$ cat src/rtl/mux_sel_pipe.sv
// mux_sel_pipe: NUM_IN-way operand select with a registered valid/ready output
// stage. A main register (M) feeds the output and a one-entry skid register (S)
// absorbs the beat accepted in the cycle downstream stalls. This keeps in_ready
// a pure function of registered state and still sustains one beat per cycle.
// Out-of-range selects yield zero data, a per-beat error flag and a saturating
// error count.

module mux_sel_pipe #(
  parameter int unsigned WIDTH  = 32,
  parameter int unsigned NUM_IN = 3,
  parameter int unsigned SEL_W  = 2,
  parameter int unsigned CNT_W  = 8
) (
  input  logic                    clk,
  input  logic                    rst_n,
  input  logic [NUM_IN*WIDTH-1:0] in_data,
  input  logic [SEL_W-1:0]        in_sel,
  input  logic                    in_valid,
  output logic                    in_ready,
  output logic [WIDTH-1:0]        out_data,
  output logic                    out_sel_err,
  output logic                    out_valid,
  input  logic                    out_ready,
  output logic [CNT_W-1:0]        err_cnt,
  input  logic                    err_clr
);

  typedef enum logic [1:0] {StEmpty, StOne, StTwo} state_e;

  state_e           state_q, state_d;
  logic             in_ready_q, in_ready_d;
  logic [WIDTH-1:0] m_data_q, m_data_d;
  logic             m_err_q, m_err_d;
  logic [WIDTH-1:0] s_data_q, s_data_d;
  logic             s_err_q, s_err_d;
  logic [CNT_W-1:0] err_cnt_q, err_cnt_d;

  logic [WIDTH-1:0] sel_data;
  logic             sel_err;
  logic             accept;
  logic             drain;

  // Source select: only an exact match on a real source index drives data, so
  // unused or unknown select codes fall through to zero with the error flag set.
  always_comb begin
    sel_data = '0;
    sel_err  = 1'b1;
    for (int unsigned k = 0; k < NUM_IN; k++) begin
      if (in_sel == SEL_W'(k)) begin
        sel_data = in_data[k*WIDTH +: WIDTH];
        sel_err  = 1'b0;
      end
    end
  end

  assign accept = in_valid & in_ready_q;
  assign drain  = (state_q != StEmpty) & out_ready;

  // State and datapath registers; reset discards any held beats.
  always_ff @(posedge clk or negedge rst_n) begin
    if (!rst_n) begin
      state_q    <= StEmpty;
      in_ready_q <= 1'b1;
      m_data_q   <= '0;
      m_err_q    <= 1'b0;
      s_data_q   <= '0;
      s_err_q    <= 1'b0;
      err_cnt_q  <= '0;
    end else begin
      state_q    <= state_d;
      in_ready_q <= in_ready_d;
      m_data_q   <= m_data_d;
      m_err_q    <= m_err_d;
      s_data_q   <= s_data_d;
      s_err_q    <= s_err_d;
      err_cnt_q  <= err_cnt_d;
    end
  end

  // Next state: M always holds the oldest beat, S the younger one when full.
  always_comb begin
    state_d  = state_q;
    m_data_d = m_data_q;
    m_err_d  = m_err_q;
    s_data_d = s_data_q;
    s_err_d  = s_err_q;
    case (state_q)
      StEmpty: begin
        if (accept) begin
          m_data_d = sel_data;
          m_err_d  = sel_err;
          state_d  = StOne;
        end
      end
      StOne: begin
        if (accept && drain) begin
          m_data_d = sel_data;
          m_err_d  = sel_err;
        end else if (accept) begin
          s_data_d = sel_data;
          s_err_d  = sel_err;
          state_d  = StTwo;
        end else if (drain) begin
          state_d = StEmpty;
        end
      end
      StTwo: begin
        if (drain) begin
          m_data_d = s_data_q;
          m_err_d  = s_err_q;
          s_data_d = '0;
          s_err_d  = 1'b0;
          state_d  = StOne;
        end
      end
      default: state_d = StEmpty;
    endcase
    // Registered so that in_ready never depends combinationally on out_ready.
    in_ready_d = (state_d != StTwo);
  end

  // Error counter: counted at accept time, clear wins over increment.
  always_comb begin
    err_cnt_d = err_cnt_q;
    if (err_clr) begin
      err_cnt_d = '0;
    end else if (accept && sel_err && (err_cnt_q != {CNT_W{1'b1}})) begin
      err_cnt_d = err_cnt_q + CNT_W'(1);
    end
  end

  // Outputs come straight from registers.
  always_comb begin
    in_ready    = in_ready_q;
    out_valid   = (state_q != StEmpty);
    out_data    = m_data_q;
    out_sel_err = m_err_q;
    err_cnt     = err_cnt_q;
  end

endmodule

$ cat config.mk
export PLATFORM = sky130hd
export DESIGN_NAME = mux_sel_pipe
export DESIGN_NICKNAME = d
export VERILOG_FILES = /design/src/rtl/mux_sel_pipe.sv
export SDC_FILE = /design/constraint.sdc
export NUM_CORES = 1
export LEC_CHECK = 0
export BUFFER_PORTS_ARGS = -buffer_cell sky130_fd_sc_hd__clkbuf_2
export CAP_MARGIN = 40
export CORE_ASPECT_RATIO = 1.4
export CORE_MARGIN = 2
export CORE_UTILIZATION = 54
export DETAILED_ROUTE_END_ITERATION = 6
export PLACE_DENSITY = 0.86
export SYNTH_ARGS = -nofsm -noshare
export SYNTH_HDL_FRONTEND = slang
export SYNTH_SLANG_ARGS = --single-unit
$ cat constraint.sdc
create_clock -name clk -period 3.62 [get_ports clk]
set_input_delay 0.181 -clock clk [delete_from_list [all_inputs] [get_ports clk]]
set_output_delay 0.181 -clock clk [all_outputs]
set_load 0.005 [all_outputs]
; ---- Yosys cells after proc, flatten, opt, wreduce, memory -nomap -nowiden
; Cells that the tools add are included.
[totals]
ff_bits = 77
word_cells = 60
[op_classes]
n_addsub = 1
bitwise = 2
muxes = 28
n_reduce_logical = 11
eq_ne = 11
[op_table]
columns = op, n
row1 = $mux 32, 8
row2 = $pmux 32 s3, 1
row3 = $pmux 32 s2, 1
row4 = $mux 8, 2
row5 = $ne 2x2->1 const B, 6
row6 = $mux 2, 5
row7 = $add 8x1->8 const B, 1
row8 = $mux 1, 8
row9 = $ne 8x8->1 const B, 1
row10 = $reduce_and 4->1, 2
row11 = $pmux 2 s3, 1
row12 = $reduce_bool 2->1, 3
row13 = $eq 2x1->1 const B, 2
row14 = $eq 2x2->1 const B, 2
row15 = $logic_not 2->1, 2
row16 = $logic_and 1x1->1, 3
row17 = $pmux 1 s3, 1
row18 = $reduce_bool 3->1, 1
row19 = $and 1x1->1, 2
row20 = $pmux 1 s2, 1

; ---- Depth between registers and ports, before layout
[depth]
ltp_word = 8
depth_mapped = 6

; ---- Worst setup path before layout
; No wires, ideal clock.
[synth_path]
path_kind = reg2reg
start = reg in_ready_q, in the netlist in_ready
end = reg s_data_q[22]
required_ps = 3493
setup_time_ps = 127
arrival_time_ps = 1560
path_stages_with_launch = 7
slack_ps = 1933
path_buffers = 2
cell_sequence = dfstp_2 nand2_1 or3b_1 buf_6 a21boi_4 buf_6 o2bb2ai_2
[synth_between]
elab_chain_len = 4
[synth_rtl]
columns = element, line
row1 = "start, declared", 31  ; logic in_ready_q, in_ready_d;
row2 = "start signal, assigned", 71  ; in_ready_q <= in_ready_d;
row3 = $and 1x1->1 (*), 56  ; assign accept = in_valid & in_ready_q;
row4 = $logic_and 1x1->1, 96  ; if (accept && drain) begin
row5 = $ne 2x2->1 (no source line), --
row6 = $reduce_and 4->1 (no source line) (*), --
row7 = "end signal, assigned", 74  ; s_data_q <= s_data_d;
row8 = "end, declared", 34  ; logic [WIDTH-1:0] s_data_q, s_data_d;
; Every way passes the cells marked *; elsewhere a longest branch is shown, timed or not.
; A chain may end at the register's enable or synchronous reset.

; ---- Worst setup path after layout
[layout_path]
start = reg in_ready_q, in the netlist in_ready
end = reg s_err_q
[layout_between]
elab_chain_len = 4
[layout_rtl]
columns = element, line
row1 = $and 1x1->1 (*), 56
row2 = $logic_and 1x1->1, 96
row3 = $ne 2x2->1 (no source line), --
row4 = $reduce_and 4->1 (no source line) (*), --
row5 = "end signal, assigned", 75  ; s_err_q <= s_err_d;
row6 = "end, declared", 35  ; logic s_err_q, s_err_d;
; Marks and branches as above.

==> metrics.csv <==
stage,metric,value,unit
status,status,"finished, final reports clean",
floorplanning,die_area,8430,um^2
layout,antennaDiodeCount,0,
floorplanning,die_y,108,um
sta,min_period,2.02,ns
drt,route.detailed.drc,0,
drt,via_count,3643,
pwr,p_clk_share,20.4,%
placement,gp_congestion,0.768,
clock_tree,cts.htree.levels,3,
clock_tree,cts_tree,built,
layout,final_core_util,69.9,%
sta,fin_skew,0.0140,ns
synthesis,yosysMostFrequentCell,dfrtp_1,
clock_tree,ctsHoldBuffers,1,
global_route,antenna_found_initial,0,
clock_tree,clk_latency,0.35,ns
critical_path,cp.arrival,2.22,ns
synthesis,synth_edf_count,0,
sta,fin_setup_tns,0,ns
placement,dp_cells,639,
synthesis,synth_area_per_cell,9.86,um^2
drt,final_antenna_net_count,0,
global_route,grt_pass1_vias,3660,
sta,max_freq,495,MHz
synthesis,yosys-top-cells-area,"dfrtp_1 46%, mux2i_1 8.7%, o2bb2ai_2 8.7%",
synthesis,synth_commonest_cells,"76 x dfrtp_1, 73 x nor2_1, 36 x mux2i_1, 34 x nand2_1, 33 x and2_1",
drt,initialDrtViolationCount,247,
pwr,leakage,0.00247,uW
pwr,cellPowerDensity,621,nW/um^2
layout,fin_nets,658,
synthesis,synth_nets,526,
clock_tree,post_cts.repair.setup_buffers,0,
pwr,power.switching,1120,uW
floorplanning,io_pins,146,
synthesis,syn_inst,422,
floorplanning,die_w,78.2,um
global_route,grt_max_degree,50,
layout,layout-drive-gt1-share,35.8,%
global_route,grt-ovfl-total,0,
pwr,p_int,2100,uW
synthesis,synthDistinctLibCells,39,
pwr,max-vdd-ir-drop,322,uV
sta,period_share,55.8,%
synthesis,synthFlopType,dfrtp_1,
layout,register_area,1930,um^2
layout,stdcell_area,5180,um^2
critical_path,path_max_fanout,35,
clock_tree,cts_resized,0,
drt,wl_per_cell,16.0,um
flow_run,drv_cap,0,
synthesis,yosysTopAreaCellShare,45.7,%
synthesis,ys_seq_elements,77,
placement,place_hpwl,7.42,mm
critical_path,crit_type,flop to flop,
pwr,comb_power_share,35.7,%
drt,drt-pass1-iter-count,4,
sta,timing.final.max_slew_violations,0,
critical_path,required,3.82,ns
sta,setup_viol,0,
pwr,swShare,34.7,%
placement,place_area,4970,um^2
floorplanning,num_rows,37,
clock_tree,cts_max_path_buffers,2,
clock_tree,clk_pin_slew,0.09,ns
synthesis,synth_seq_area_share,46.3,%
min_path,hold_class,input port to flop,
layout,fill_cells,562,
drt,drt_wl_total,10.5,mm
sta,tightestPinTransition,0.738,ns
synthesis,synthArstFlopShare,100,%
sta,slew_headroom,50.8,%
sta,rsz0062_at_grt,no,
synthesis,synth_warnings,0,
layout,syn2layout_area_growth,24.5,%
drt,drt-vias-per-instance,5.56,
floorplanning,initial_core_util,56.2,%
critical_path,cp-start-kind,flop,
global_route,grt_pass1_wl,17.5,mm
global_route,grt_usage,26.4,%
synthesis,yosys.area.top_type,dfrtp_1,
placement,port_buffers,145,
layout,layout.cells.non_filler,655,
clock_tree,cts_made_buffers,9,
critical_path,setup.worst_path.end_class,flop,
clock_tree,clockRootBuffer,clkbuf_8,
sta,timing_hold_violations_final,0,
pwr,p_seq_share,44.0,%
synthesis,syn_area,4160,um^2
pwr,power,3220,uW
floorplanning,core-area,7410,um^2
layout,multi_input_area,2060,um^2
clock_tree,cts_sinks,77,
[power by group through the flow]
stage,sequential [uW],clock [uW],combinational [uW]
3_5_place_dp,1420,0,1150
6_report,1410,655,1150
2_1_floorplan,1400,0,708
3_3_place_gp,1410,0,1080
5_1_grt,1450,707,1270
4_1_cts,1410,667,1160
[metrics by stage]
stage	hold WS (ns)	setup slack, ns
4_1_cts	0.108	1.60
3_3_place_gp	0.379	1.29
5_1_grt	0.122	1.40
2_1_floorplan	-0.115	1.93
3_5_place_dp	0.137	1.53
6_report	0.116	1.60
[worst paths after layout]
check / start / slack [ns] / depth (start not counted) / end
worst max-delay path: in_ready / 1.60 / 5 / s_err_q
worst min-delay path: err_clr / 0.12 / 2 / err_cnt[4]
worst max register to register: in_ready / 1.60 / 5 / s_err_q
worst min register to register: s_data_q[8] / 0.50 / 1 / s_data_q[8]
max in group asynchronous: rst_n / 2.71 / 3 / in_ready
min in group asynchronous: rst_n / 0.29 / 2 / out_data[15]
[worst max-delay path, stage by stage, from the launching register on]
cell,delay [ns]
dfstp_2,0.56
nand2_1,0.15
or3b_2,0.52
buf_4,0.32
mux2i_1,0.22
o22ai_1,0.11
[flip-flops by register name (all words and copies together) (netlist names)]
register,count
s_err_q,1
err_cnt,8
out_data,32
out_sel_err,1
state_q,2
s_data_q,32
in_ready,1
[area by class of cell]
| class | count | area share (%) |
|---|---|---|
| Timing Repair Buffer | 155 | 16.6 |
| Tap cell | 97 | 2.34 |
| Clock buffer | 11 | 2.92 |
| Inverter | 3 | 0.217 |
| Sequential cell | 77 | 37.2 |
| Multi-Input combinational cell | 308 | 39.7 |
| Clock inverter | 4 | 0.918 |
[cell usage in the layout (no fill, tap or decap), drive strengths merged, types with 10 or more instances in the layout]
cell type / netlist / routed
clkbuf: 14 / 155
dfrtp: 76 / 76
nor2: 73 / 73
mux2i: 36 / 36
and2: 35 / 35
nand2: 34 / 34
o21ai: 33 / 33
a31oi: 32 / 32
o2bb2ai: 32 / 32
buf: 20 / 10
[routing by layer]
layer | vias to the layer above | share of wire (%) | GRT usage [%]
li1 | 1748 | - | -
met4 | 0 | 2.7 | 12.8
met3 | 25 | 5.4 | 3.69
met1 | 1736 | 39 | 32.4
met2 | 134 | 52 | 45.4
met5 | - | 0 | 0
[cells by family after synthesis]
group / share of synthesized area (%)
xor+xnor: 1.26
simple gates: 17.2
flops: 46.3
compound gates: 21.7
fa+ha+maj: 0.301
mux: 8.66
buf+inv: 4.54
Power figures use the tool's default switching activity.
